### src/rtl/ub_affine_loop_ctrl_if.sv
// Handshake, configuration and schedule outputs of one affine loop controller.
interface ub_affine_loop_ctrl_if #(
  parameter int W     = 16,
  parameter int NVARS = 4
);
  logic         flush;
  logic         start;
  logic         stall;
  logic [W-1:0] cfg_start_delay;
  logic [W-1:0] cfg_ii;
  logic [W-1:0] cfg_ext1;
  logic [W-1:0] cfg_ext2;
  logic [W-1:0] cfg_ext3;
  logic         op_en;
  logic [W-1:0] ctrl_vars [NVARS-1:0];
  logic         busy;
  logic         done;
  logic         cfg_err;

  modport master (
    output flush, start, stall, cfg_start_delay, cfg_ii, cfg_ext1, cfg_ext2, cfg_ext3,
    input  op_en, ctrl_vars, busy, done, cfg_err
  );

  modport slave (
    input  flush, start, stall, cfg_start_delay, cfg_ii, cfg_ext1, cfg_ext2, cfg_ext3,
    output op_en, ctrl_vars, busy, done, cfg_err
  );
endinterface

### src/rtl/ub_affine_loop_ctrl.sv
// Schedule controller: walks a 3-level affine loop nest after a start delay,
// issuing one registered enable every II non-stalled cycles.
module ub_affine_loop_ctrl #(
  parameter int W     = 16,
  parameter int NVARS = 4
) (
  input  logic                clk,
  input  logic                rst_n,
  ub_affine_loop_ctrl_if.slave bus
);
  typedef enum logic [1:0] {IDLE, WAIT, RUN, DONE} state_t;

  localparam logic [W-1:0] ONE = W'(1);

  state_t       state_q, state_d;
  logic [W-1:0] cnt_q, cnt_d;
  logic [W-1:0] ii_q, ext1_q, ext2_q, ext3_q;
  logic [W-1:0] i1_q, i2_q, i3_q, i1_d, i2_d, i3_d;
  logic [W-1:0] cv_q [1:NVARS-1];
  logic [W-1:0] cv1_d, cv2_d, cv3_d;
  logic         last_q, last_d;
  logic         op_en_q, op_en_d;
  logic         cfg_err_q, cfg_err_d;
  logic         lat_cfg, fire, cfg_ok;
  logic [W-1:0] e1, e2, e3, ii_sel, c1, c2, c3;

  always_comb begin
    cfg_ok = (bus.cfg_ii != '0) && (bus.cfg_ext1 != '0) &&
             (bus.cfg_ext2 != '0) && (bus.cfg_ext3 != '0);
    // On the launch edge the config and issue point come straight from the inputs
    if (state_q == IDLE) begin
      e1 = bus.cfg_ext1; e2 = bus.cfg_ext2; e3 = bus.cfg_ext3; ii_sel = bus.cfg_ii;
      c1 = '0;           c2 = '0;           c3 = '0;
    end else begin
      e1 = ext1_q; e2 = ext2_q; e3 = ext3_q; ii_sel = ii_q;
      c1 = i1_q;   c2 = i2_q;   c3 = i3_q;
    end

    state_d   = state_q;
    cnt_d     = cnt_q;
    i1_d      = i1_q;
    i2_d      = i2_q;
    i3_d      = i3_q;
    cv1_d     = cv_q[1];
    cv2_d     = cv_q[2];
    cv3_d     = cv_q[3];
    last_d    = last_q;
    op_en_d   = 1'b0;
    cfg_err_d = 1'b0;
    lat_cfg   = 1'b0;
    fire      = 1'b0;

    case (state_q)
      IDLE: begin
        if (bus.start) begin
          if (!cfg_ok) begin
            cfg_err_d = 1'b1;
          end else begin
            lat_cfg = 1'b1;
            last_d  = 1'b0;
            i1_d    = '0;
            i2_d    = '0;
            i3_d    = '0;
            if (bus.cfg_start_delay == '0) begin
              fire    = 1'b1;
              state_d = RUN;
            end else begin
              cnt_d   = bus.cfg_start_delay - ONE;
              state_d = WAIT;
            end
          end
        end
      end
      WAIT, RUN: begin
        if (last_q) begin
          state_d = DONE;
        end else if (!bus.stall) begin
          if (cnt_q == '0) begin
            fire    = 1'b1;
            state_d = RUN;
          end else begin
            cnt_d = cnt_q - ONE;
          end
        end
      end
      DONE:    state_d = IDLE;
      default: state_d = IDLE;
    endcase

    // Issue the current index and step to its outer-major successor
    if (fire) begin
      op_en_d = 1'b1;
      cv1_d   = c1;
      cv2_d   = c2;
      cv3_d   = c3;
      cnt_d   = ii_sel - ONE;
      last_d  = (c1 == e1 - ONE) && (c2 == e2 - ONE) && (c3 == e3 - ONE);
      i1_d    = c1;
      i2_d    = c2;
      i3_d    = c3 + ONE;
      if (c3 == e3 - ONE) begin
        i3_d = '0;
        i2_d = c2 + ONE;
        if (c2 == e2 - ONE) begin
          i2_d = '0;
          i1_d = (c1 == e1 - ONE) ? '0 : c1 + ONE;
        end
      end
    end

    if (bus.flush) begin
      state_d   = IDLE;
      cnt_d     = '0;
      i1_d      = '0;
      i2_d      = '0;
      i3_d      = '0;
      cv1_d     = '0;
      cv2_d     = '0;
      cv3_d     = '0;
      last_d    = 1'b0;
      op_en_d   = 1'b0;
      cfg_err_d = 1'b0;
      lat_cfg   = 1'b0;
    end
  end

  always_ff @(posedge clk or negedge rst_n) begin
    if (!rst_n) begin
      state_q   <= IDLE;
      cnt_q     <= '0;
      ii_q      <= '0;
      ext1_q    <= '0;
      ext2_q    <= '0;
      ext3_q    <= '0;
      i1_q      <= '0;
      i2_q      <= '0;
      i3_q      <= '0;
      last_q    <= 1'b0;
      op_en_q   <= 1'b0;
      cfg_err_q <= 1'b0;
      for (int v = 1; v < NVARS; v++) cv_q[v] <= '0;
    end else begin
      state_q   <= state_d;
      cnt_q     <= cnt_d;
      i1_q      <= i1_d;
      i2_q      <= i2_d;
      i3_q      <= i3_d;
      last_q    <= last_d;
      op_en_q   <= op_en_d;
      cfg_err_q <= cfg_err_d;
      cv_q[1]   <= cv1_d;
      cv_q[2]   <= cv2_d;
      cv_q[3]   <= cv3_d;
      if (lat_cfg) begin
        ii_q   <= bus.cfg_ii;
        ext1_q <= bus.cfg_ext1;
        ext2_q <= bus.cfg_ext2;
        ext3_q <= bus.cfg_ext3;
      end
    end
  end

  assign bus.op_en        = op_en_q;
  assign bus.busy         = (state_q == WAIT) || (state_q == RUN);
  assign bus.done         = (state_q == DONE);
  assign bus.cfg_err      = cfg_err_q;
  assign bus.ctrl_vars[0] = '0;
  for (genvar v = 1; v < NVARS; v++) begin : g_cv
    assign bus.ctrl_vars[v] = cv_q[v];
  end
endmodule
### src/flat_wrapper.sv
// flat-port wrapper written by rule: the top's interface ports become plain ports
module ub_affine_loop_ctrl_flat 
#(
  parameter int W     = 16,
  parameter int NVARS = 4
)
  (clk, rst_n, bus_flush, bus_start, bus_stall, bus_cfg_start_delay, bus_cfg_ii, bus_cfg_ext1, bus_cfg_ext2, bus_cfg_ext3, bus_op_en, bus_ctrl_vars, bus_busy, bus_done, bus_cfg_err);
  ub_affine_loop_ctrl_if #(.W(W), .NVARS(NVARS)) bus_i ();
  input  logic clk;
  input  logic rst_n;
  input wire logic [$bits(bus_i.flush)-1:0] bus_flush;
  input wire logic [$bits(bus_i.start)-1:0] bus_start;
  input wire logic [$bits(bus_i.stall)-1:0] bus_stall;
  input wire logic [$bits(bus_i.cfg_start_delay)-1:0] bus_cfg_start_delay;
  input wire logic [$bits(bus_i.cfg_ii)-1:0] bus_cfg_ii;
  input wire logic [$bits(bus_i.cfg_ext1)-1:0] bus_cfg_ext1;
  input wire logic [$bits(bus_i.cfg_ext2)-1:0] bus_cfg_ext2;
  input wire logic [$bits(bus_i.cfg_ext3)-1:0] bus_cfg_ext3;
  output wire logic [$bits(bus_i.op_en)-1:0] bus_op_en;
  output wire logic [$bits(bus_i.ctrl_vars)-1:0] bus_ctrl_vars;
  output wire logic [$bits(bus_i.busy)-1:0] bus_busy;
  output wire logic [$bits(bus_i.done)-1:0] bus_done;
  output wire logic [$bits(bus_i.cfg_err)-1:0] bus_cfg_err;
  assign bus_i.flush = bus_flush;
  assign bus_i.start = bus_start;
  assign bus_i.stall = bus_stall;
  assign bus_i.cfg_start_delay = bus_cfg_start_delay;
  assign bus_i.cfg_ii = bus_cfg_ii;
  assign bus_i.cfg_ext1 = bus_cfg_ext1;
  assign bus_i.cfg_ext2 = bus_cfg_ext2;
  assign bus_i.cfg_ext3 = bus_cfg_ext3;
  assign bus_op_en = bus_i.op_en;
  assign bus_ctrl_vars = {>>{bus_i.ctrl_vars}};
  assign bus_busy = bus_i.busy;
  assign bus_done = bus_i.done;
  assign bus_cfg_err = bus_i.cfg_err;
  ub_affine_loop_ctrl #(.W(W), .NVARS(NVARS)) u_core (.clk(clk), .rst_n(rst_n), .bus(bus_i));
endmodule
### config.mk
export PLATFORM = sky130hd
export DESIGN_NAME = ub_affine_loop_ctrl_flat
export DESIGN_NICKNAME = d
export VERILOG_FILES = /design/src/rtl/ub_affine_loop_ctrl_if.sv /design/src/rtl/ub_affine_loop_ctrl.sv /design/src/flat_wrapper.sv
export SDC_FILE = /design/constraint.sdc
export NUM_CORES = 1
export LEC_CHECK = 0
export ABC_CLOCK_PERIOD_IN_PS = 7600
export CAP_MARGIN = 20
export CORE_UTILIZATION = 41
export DETAILED_ROUTE_END_ITERATION = 6
export PLACE_DENSITY = 0.65
export SYNTH_ARGS = -nofsm -noshare
export SYNTH_HDL_FRONTEND = slang
export SYNTH_SLANG_ARGS = --single-unit
### constraint.sdc
create_clock -name clk -period 7.6 [get_ports clk]
set_input_delay 1.14 -clock clk [delete_from_list [all_inputs] [get_ports clk]]
set_output_delay 1.14 -clock clk [all_outputs]
set_load 0.01 [all_outputs]
* Word level (Yosys, flattened, before mapping)
Cells that the tools add are included. Widths: inputs -> output; s select.
Operators by class: order comparisons 0, add/sub/neg operators 9, muxes and demuxes 67, divide/modulo/power cells 0, shifts and indexed selects 0, reduce and logical (&&, ||, !) cells 22, bitwise operators 0, eq/ne operators 16, $mul 0
Operators by type and width (number):
- $mux 16 | 36
- $sub 16x1->16 const B | 6
- $reduce_bool 16->1 | 4
- $add 16x1->16 const B | 3
- $eq 16x16->1 | 3
- $logic_not 16->1 | 2
- $pmux 16 s2 | 1
- $mux 1 | 21
- $ne 4x3->1 const B | 5
- $mux 2 | 7
- $reduce_bool 3->1 | 3
- $ne 4x2->1 const B | 2
- $reduce_and 7->1 | 1
- $pmux 2 s3 | 1
- $logic_and 1x1->1 | 5
- $eq 2x2->1 const B | 2
- $ne 4x4->1 const B | 1
- $reduce_and 4->1 | 1
- $reduce_bool 4->1 | 1
- $ne 3x2->1 const B | 1
- $ne 3x3->1 const B | 1
- $reduce_and 3->1 | 1
- $eq 2x1->1 const B | 1
- $logic_not 2->1 | 1
- 4 further kinds | 4
Storage, ports and cells: latch bits 0, memories kept 0, input port bits 85, memory bits (read-only) 0, output and inout port bits 68, bits in writable memories 0, register bits 181, logic and storage cells 129

* Depth between registers and ports, before layout
Gate-level depths: netlist of the first run.
depth after elaboration 9, gate-level depth with buffers 29, depth with buffers taken out 14

* Worst setup path after synthesis of the first run
OpenSTA, ideal clock, no wires.
path kind register to register, start register u_core.state_q[0], end register u_core.i1_q[13], cell stages (with the launch flop) 30, clock period less this slack 5805 ps, arrival time 5673 ps, required time 7468 ps, setup slack 1795 ps, cells stage by stage dfrtp_1 > inv_1 > ha_1 > buf_6 > buf_6 > buf_6 > buf_6 > buf_6 > buf_6 > buf_6 > buf_8 > buf_4 > buf_2 > buf_2 > buf_2 > buf_2 > buf_1 > mux2i_1 > ha_1 > nor4b_2 > o21ai_1 > or4_1 > a21oi_1 > a22o_1 > and4b_1 > buf_2 > buf_2 > nand3_2 > o211ai_1 > o41ai_2
On the way: word-level cells in the longest chain between the ends 9, elaborated cells on any way between the ends 27, those cells by class add/sub (4); eq/ne (5); mux (12); reduce/logical (6)
RTL lines:
- start: declaration | RTL line ub_affine_loop_ctrl.sv:15 | state_t state_q, state_d;
- start signal: assignment | RTL line ub_affine_loop_ctrl.sv:143 | state_q <= state_d;
- $logic_not 2->1 | RTL line ub_affine_loop_ctrl.sv:31, ub_affine_loop_ctrl.sv:53
- $mux 16 | RTL line ub_affine_loop_ctrl.sv:31 | if (state_q == IDLE) begin
- $sub 16x1->16 | RTL line ub_affine_loop_ctrl.sv:106 | i1_d = (c1 == e1 - ONE) ? '0 : c1 + ONE;
- $eq 16x16->1 | RTL line ub_affine_loop_ctrl.sv:106
- $mux 16 | RTL line ub_affine_loop_ctrl.sv:106
- $mux 16 | RTL line ub_affine_loop_ctrl.sv:104 | if (c2 == e2 - ONE) begin
- $mux 16 | RTL line ub_affine_loop_ctrl.sv:101 | if (c3 == e3 - ONE) begin
- $mux 16 | RTL line ub_affine_loop_ctrl.sv:91 | if (fire) begin
- $mux 16 | RTL line ub_affine_loop_ctrl.sv:111 | if (bus.flush) begin
- end signal: assignment | RTL line ub_affine_loop_ctrl.sv:145 | i1_q <= i1_d;
- end: declaration | RTL line ub_affine_loop_ctrl.sv:18 | logic [W-1:0] i1_q, i2_q, i3_q, i1_d, i2_d, i3_d;
Several ways; a longest one is shown, not always the timed one. A chain may end at the register's enable or synchronous reset.

* Worst setup path after layout of the first run
start register u_core.state_q[0], end register u_core.i2_q[12]
On the way: word-level cells in the longest chain between the ends 8, elaborated cells on any way between the ends 22, those cells by class add/sub (3); eq/ne (4); mux (9); reduce/logical (6)
RTL lines:
- $logic_not 2->1 | RTL line ub_affine_loop_ctrl.sv:31, ub_affine_loop_ctrl.sv:53
- $mux 16 | RTL line ub_affine_loop_ctrl.sv:31
- $sub 16x1->16 | RTL line ub_affine_loop_ctrl.sv:104
- $eq 16x16->1 | RTL line ub_affine_loop_ctrl.sv:104
- $mux 16 | RTL line ub_affine_loop_ctrl.sv:104
- $mux 16 | RTL line ub_affine_loop_ctrl.sv:101
- $mux 16 | RTL line ub_affine_loop_ctrl.sv:91
- $mux 16 | RTL line ub_affine_loop_ctrl.sv:111
- end signal: assignment | RTL line ub_affine_loop_ctrl.sv:146 | i2_q <= i2_d;
- end: declaration | RTL line ub_affine_loop_ctrl.sv:18
Several ways; a longest one is shown, not always the timed one.

==> impl_metrics.ini, run 1 <==
[run_status]
status = complete, no violations

[placed_design]
place_hpwl_um = 26800
post-place-ws_ns = 2.26
dpl.cell_count = 1851
place_area_um2 = 14100
gp_congestion = 0.921
port_buffers = 136

[final_layout]
insertedDiodeCount = 0
final_cell_mix = dfrtp_1, nand2_1, clkdlybuf4s50_1, a21oi_1, mux2_2
nets = 1574
layout_commonest_cell = dfrtp_1
fin_util = 0.489
drive_gt1_frac = 0.118
layoutNonFillerInstCount = 1883
stdcell_area_um2 = 14600
area_growth_pct = 16.1

[setup_path]
worst_ep_required_time_ns = 7.96
r2r_cells = 13
crit_chain = inv_1 > ha_4 > mux2i_1 > ha_1 > nor4b_2 > o21ai_1 > or3_1 > o21ai_1 > o2111ai_1 > and4b_1 > nand3_1 > o41a_1 > a31oi_1
critPathCaptureType = flip-flop
max_stage_delay_ns = 0.70
path_class = flip-flop to flip-flop
worstSetupStartpointType = flip-flop
cp_slowest_cell = and4b_1
cp.arrival_ns = 5.30
path_common_cell = o21ai_1
crit_fanout = 71

[global_routing]
grt_overflow_total = 0
grt_pass1_vias = 10600
grt_pass1_wl_um = 59800
antenna_found_initial = 1
grt_max_degree = 109
grtUsageTotal = 0.244

[floorplan]
core_um2 = 30000
die_area_um2 = 31500
rows = 63
start_util = 0.421
die_h_um = 177
top_level_ports = 153
die_w_um = 177

[routing]
drt_iter0_markers = 974
drc_errors = 0
avgRoutedWirePerCell_um = 19.9
route.vias.total = 11200
ant_nets = 0
drt-total-wl_um = 37500
dr.pass1.iters = 5
routed_via_density = 5.95

[sta]
skew_ns = 0.0131
setup-violations-final = 0
rsz0062_at_grt = false
max_slew_margin = 0.253
clock.fmax_mhz = 202
worst_slack_ns = 2.65
worst_pin_slew_ns = 1.12
fin_setup_tns_ns = 0
fin_crit_ns = 4.95
hold_viol = 0
post-route-period-util = 0.651
slew_viol_final = 0
whs_ns = 0.509

[synth]
synth.distinct_cells = 101
ys_async_sr_fraction = 1.00
ys_ff_latch = 181
yosys_warnings = 0
ys_seq_area_frac = 0.359
synth_edf_count = 0
syn_area_per_cell_um2 = 9.04
synth_top_cell_area_share = 0.359
ys_top_cells_by_area = dfrtp_1, mux2_2, nand2_1
synth_cells = 1394
ys.flop_type = dfrtp_1
synth_area_um2 = 12600
synthDominantAreaCellType = dfrtp_1

[clock_network]
worst_skew_pair.late_latency_ns = 0.45
post_cts_resized = 0
cts_tree = built
hold_buffers = 0
clock-sinks = 181
cts_buffer_depth = 2
cts_buffers = 17
clk_pin_slew_ns = 0.07
post_cts_buffers = 0
clockRootBuffer = clkbuf_16
cts_htree_levels = 4

[power_and_ir_drop]
ir_drop_v = 0.000248
power_leakage_nw = 5.71
power.density_nw_per_um2 = 291
finalPower_mw = 4.26

[hold_path]
hold_path_depth = 1
worstHoldPathType = flip-flop to flip-flop

[run]
maxCapViolCount = 0
==> registers in the layout (all words and copies together) (netlist names) <==
name / count
u_core.bus.ctrl_vars: 48
u_core.cnt_q: 16
u_core.ext1_q: 16
u_core.ext2_q: 16
u_core.ext3_q: 16
u_core.i1_q: 16
u_core.i2_q: 16
u_core.i3_q: 16
u_core.ii_q: 16
u_core.state_q: 2
u_core.bus.cfg_err: 1
u_core.bus.op_en: 1
u_core.last_q: 1
==> logic make-up after synthesis <==
family / after synthesis / share of synthesized area
AO/OA/AOI/OAI: 313 / 0.167
XOR/XNOR: 81 / 0.0569
adder cells (fa/ha/maj): 9 / 0.00893
buffers and inverters: 123 / 0.0529
flip-flops: 181 / 0.359
multiplexers: 130 / 0.114
other: 1 / 0.000297
AND/OR/NAND/NOR: 556 / 0.241
==> report_power, final <==
part / internal, mW / total [mW] / switching [mW]
clock network: 0.460 / 0.885 / 0.426
registers: 1.18 / 1.41 / 0.235
logic: 0.849 / 1.97 / 1.12
total: 2.48 / 4.26 / 1.78
==> final timing paths <==
| kind | startpoint | end | slack [ns] |
|---|---|---|---|
| setup / recovery | u_core.state_q[0]$_DFFE_PN0P_ | u_core.i2_q[12]$_DFFE_PN0P_ | 2.65 |
| hold / removal | u_core.ii_q[9]$_DFFE_PN0P_ | u_core.ii_q[9]$_DFFE_PN0P_ | 0.51 |
| setup reg to reg | u_core.state_q[0]$_DFFE_PN0P_ | u_core.i2_q[12]$_DFFE_PN0P_ | 2.65 |
| hold reg to reg | u_core.ii_q[9]$_DFFE_PN0P_ | u_core.ii_q[9]$_DFFE_PN0P_ | 0.51 |
| max in group asynchronous | rst_n | u_core.i2_q[6]$_DFFE_PN0P_ | 5.34 |
| min in group asynchronous | rst_n | u_core.ext2_q[5]$_DFFE_PN0P_ | 0.76 |
==> Yosys cell counts, types with 13 or more instances <==
cell type and number:
o21ai_0 56, mux2_2 71, nor2b_1 26, nand2_1 152, mux2i_1 55, nand3_1 57
or3_1 19, nor3_1 54, o31ai_1 18, a21oi_1 90, a21o_1 14, nand4_1 22
buf_2 19, nand2b_1 13, nor4_1 30, o21ai_1 13, nor2_1 67, inv_1 25
and3_1 30, clkbuf_1 36, dfrtp_1 181, o211ai_1 21, buf_4 23, nor3b_1 19
xor2_1 45, xnor2_1 35
==> layout make-up <==
type	instances	area, µm²
Multi-Input combinational cell	1105	7500
Sequential cell	181	4530
Inverter	27	101
Fill cell	2819	15300
Clock inverter	15	141
Clock buffer	17	425
Tap cell	390	488
Timing Repair Buffer	148	1450
==> metal layers <==
layer | global-route usage | share of wire
met5 | 0 | 0.00032
met4 | 0.0837 | 0.027
met3 | 0.0450 | 0.057
met2 | 0.370 | 0.45
met1 | 0.347 | 0.46
==> critical path, delay by kind of cell (launching register included) <==
kind	cells	cell delay, ns
buf+inv	1	0.10
flops	1	0.40
fa+ha+maj	2	0.88
mux	1	0.29
compound gates	5	1.35
simple gates	4	1.82
No activity file was read; power rests on OpenSTA's default activity.
==> inputs of run 2 (changes only) <==
--- a/config.mk
+++ b/config.mk
@@ -5,11 +5,11 @@
 export SDC_FILE = /design/constraint.sdc
 export NUM_CORES = 1
 export LEC_CHECK = 0
-export ABC_CLOCK_PERIOD_IN_PS = 7600
+export ABC_CLOCK_PERIOD_IN_PS = 4200
 export CAP_MARGIN = 20
 export CORE_UTILIZATION = 41
 export DETAILED_ROUTE_END_ITERATION = 6
-export PLACE_DENSITY = 0.65
+export PLACE_DENSITY = 0.67
 export SYNTH_ARGS = -nofsm -noshare
 export SYNTH_HDL_FRONTEND = slang
 export SYNTH_SLANG_ARGS = --single-unit
==> constraint.sdc (replaced) <==
create_clock -name clk -period 4.2 [get_ports clk]
set_input_delay 0.63 -clock clk [delete_from_list [all_inputs] [get_ports clk]]
set_output_delay 0.63 -clock clk [all_outputs]
set_load 0.01 [all_outputs]
==> impl_metrics.ini, run 2 (same netlist as run 1, synthesis figures left out) <==
[sta]
worst_pin_slew_ns = 0.892
clock.fmax_mhz = 261
post-route-period-util = 0.912
hold_viol = 0
max_slew_margin = 0.405
skew_ns = 0.0120
fin_crit_ns = 3.83
slew_viol_final = 0
setup-violations-final = 0
fin_setup_tns_ns = 0
rsz0062_at_grt = false

[setup_path]
r2r_cells = 13
regToRegEndpoint = u_core.i2_q[15]$_DFFE_PN0P_
path_class = flip-flop to flip-flop
reg2reg_from = u_core.state_q[1]$_DFFE_PN0P_
worst_ep_required_time_ns = 4.57
ff2ff_setup_slack_ns = 0.37
max_stage_delay_ns = 0.48
cp.arrival_ns = 4.20
critPathCaptureType = flip-flop
worstSetupStartpointType = flip-flop
cp_slowest_cell = nor4_1
crit_chain = inv_1 > ha_4 > clkbuf_8 > nor4_1 > a21oi_1 > or3_1 > a211oi_1 > o2111ai_1 > and4b_1 > buf_12 > nand4_1 > o31a_1 > a31oi_1
crit_fanout = 17

[hold_path]
worstHoldPathType = primary input to async pin

[power_and_ir_drop]
ir_drop_v = 0.000304
finalPower_mw = 7.82
power.density_nw_per_um2 = 520
power_leakage_nw = 5.92

[global_routing]
grt_overflow_total = 0
grtUsageTotal = 0.241
antenna_found_initial = 0
grt_pass1_vias = 10800
grt_pass1_wl_um = 59500
grt_max_degree = 92

[clock_network]
cts_htree_levels = 4
clock-sinks = 181
cts_buffer_depth = 2
clockRootBuffer = clkbuf_16
cts_tree = built
clk_pin_slew_ns = 0.07
worst_skew_pair.late_latency_ns = 0.45
cts_buffers = 17

[floorplan]
core_um2 = 30000
start_util = 0.421
die_h_um = 177
die_area_um2 = 31500
rows = 63
top_level_ports = 153
die_w_um = 177

[routing]
drc_errors = 0
avgRoutedWirePerCell_um = 19.5
route.vias.total = 11300
drt-total-wl_um = 37300
dr.pass1.iters = 6
routed_via_density = 5.92
drt_iter0_markers = 880
ant_nets = 0

[final_layout]
layout_commonest_cell = dfrtp_1
nFillCells = 2786
drive_gt1_frac = 0.149
nets = 1605
area_growth_pct = 19.4
insertedDiodeCount = 0
final_cell_mix = dfrtp_1, nand2_1, clkdlybuf4s50_1, a21oi_1, mux2_2
largest_reg_flops = 48

[run]
maxCapViolCount = 0

[run_status]
status = complete, no violations

[placed_design]
port_buffers = 136
place_hpwl_um = 26900
gp_congestion = 0.920
==> run 2: area by class of cell <==
class,count,area (µm²),share of cell area
multi-input combinational,1105,7650,0.508
sequential,181,4530,0.301
timing repair buffer,179,1750,0.116
tap,390,488,0.0324
clock buffer,18,439,0.0292
inverter,27,101,0.00673
clock inverter,13,98.8,0.00657
==> run 2: worst max-delay path by stage <==
stage,from,end,slack (ns),cells past startpoint
floorplan,u_core.state_q[1]$_DFFE_PN0P_,u_core.i2_q[15]$_DFFE_PN0P_,-0.75,27
global placement,bus_cfg_ext3[0],u_core.i2_q[15]$_DFFE_PN0P_,0.23,14
detailed placement,bus_cfg_ext3[0],u_core.i2_q[12]$_DFFE_PN0P_,0.13,13
CTS,u_core.state_q[1]$_DFFE_PN0P_,u_core.i2_q[12]$_DFFE_PN0P_,0.35,14
global route,u_core.state_q[0]$_DFFE_PN0P_,u_core.i2_q[12]$_DFFE_PN0P_,0.08,14
finish,u_core.state_q[1]$_DFFE_PN0P_,u_core.i2_q[15]$_DFFE_PN0P_,0.37,13
==> run 2: where the power goes <==
part           switching (mW)  leakage [nW]  internal [mW]
Clock                   0.758         0.271          0.777
Sequential              0.433          2.38           2.13
Combinational            2.06          3.27           1.66
Total                    3.26          5.92           4.57
==> run 2: worst max-delay path: cells and delay by family, from the launching register on <==
family                     cells  cell delay [ns]
buffers and inverters          3             0.46
and+or+nand+nor                4             1.40
adders and majority gates      1             0.25
DFF                            1             0.38
AOI/OAI and AO/OA              5             1.25
==> run 2: metrics by stage <==
| step | instances | instance area [µm²] | util | hold WS (ns) | worst slack (ns) |
|---|---|---|---|---|---|
| 2_1_floorplan | 1409 | 12900 | - | 0.334 | -0.750 |
| 3_5_place_dp | 1881 | 14500 | 0.484 | 0.494 | 0.134 |
| 4_1_cts | 1912 | 15000 | 0.502 | 0.309 | 0.352 |
| 5_1_grt | 1913 | 15100 | 0.503 | 0.344 | 0.0765 |
| 6_report | 1913 | 15100 | 0.503 | 0.280 | 0.369 |
| 3_3_place_gp | 1881 | 14500 | 0.484 | 0.486 | 0.229 |
==> run 2: metal layers <==
metal  wire, µm  global-route usage  vias to the layer above
met4       1140              0.0876                        0
met1      17100               0.337                     5550
met2      17200               0.380                      358
li1           -                   -                     5345
met5          0                   0                        -
met3       1860              0.0338                       75
==> run 2: repair_timing <==
| item | in CTS | in global routing |
|---|---|---|
| hold buffers | 0 | 0 |
| resized for setup | 0 | 1 |
| endpoints found under the setup margin | 0 | 2 |
| buffers inserted | 0 | 1 |
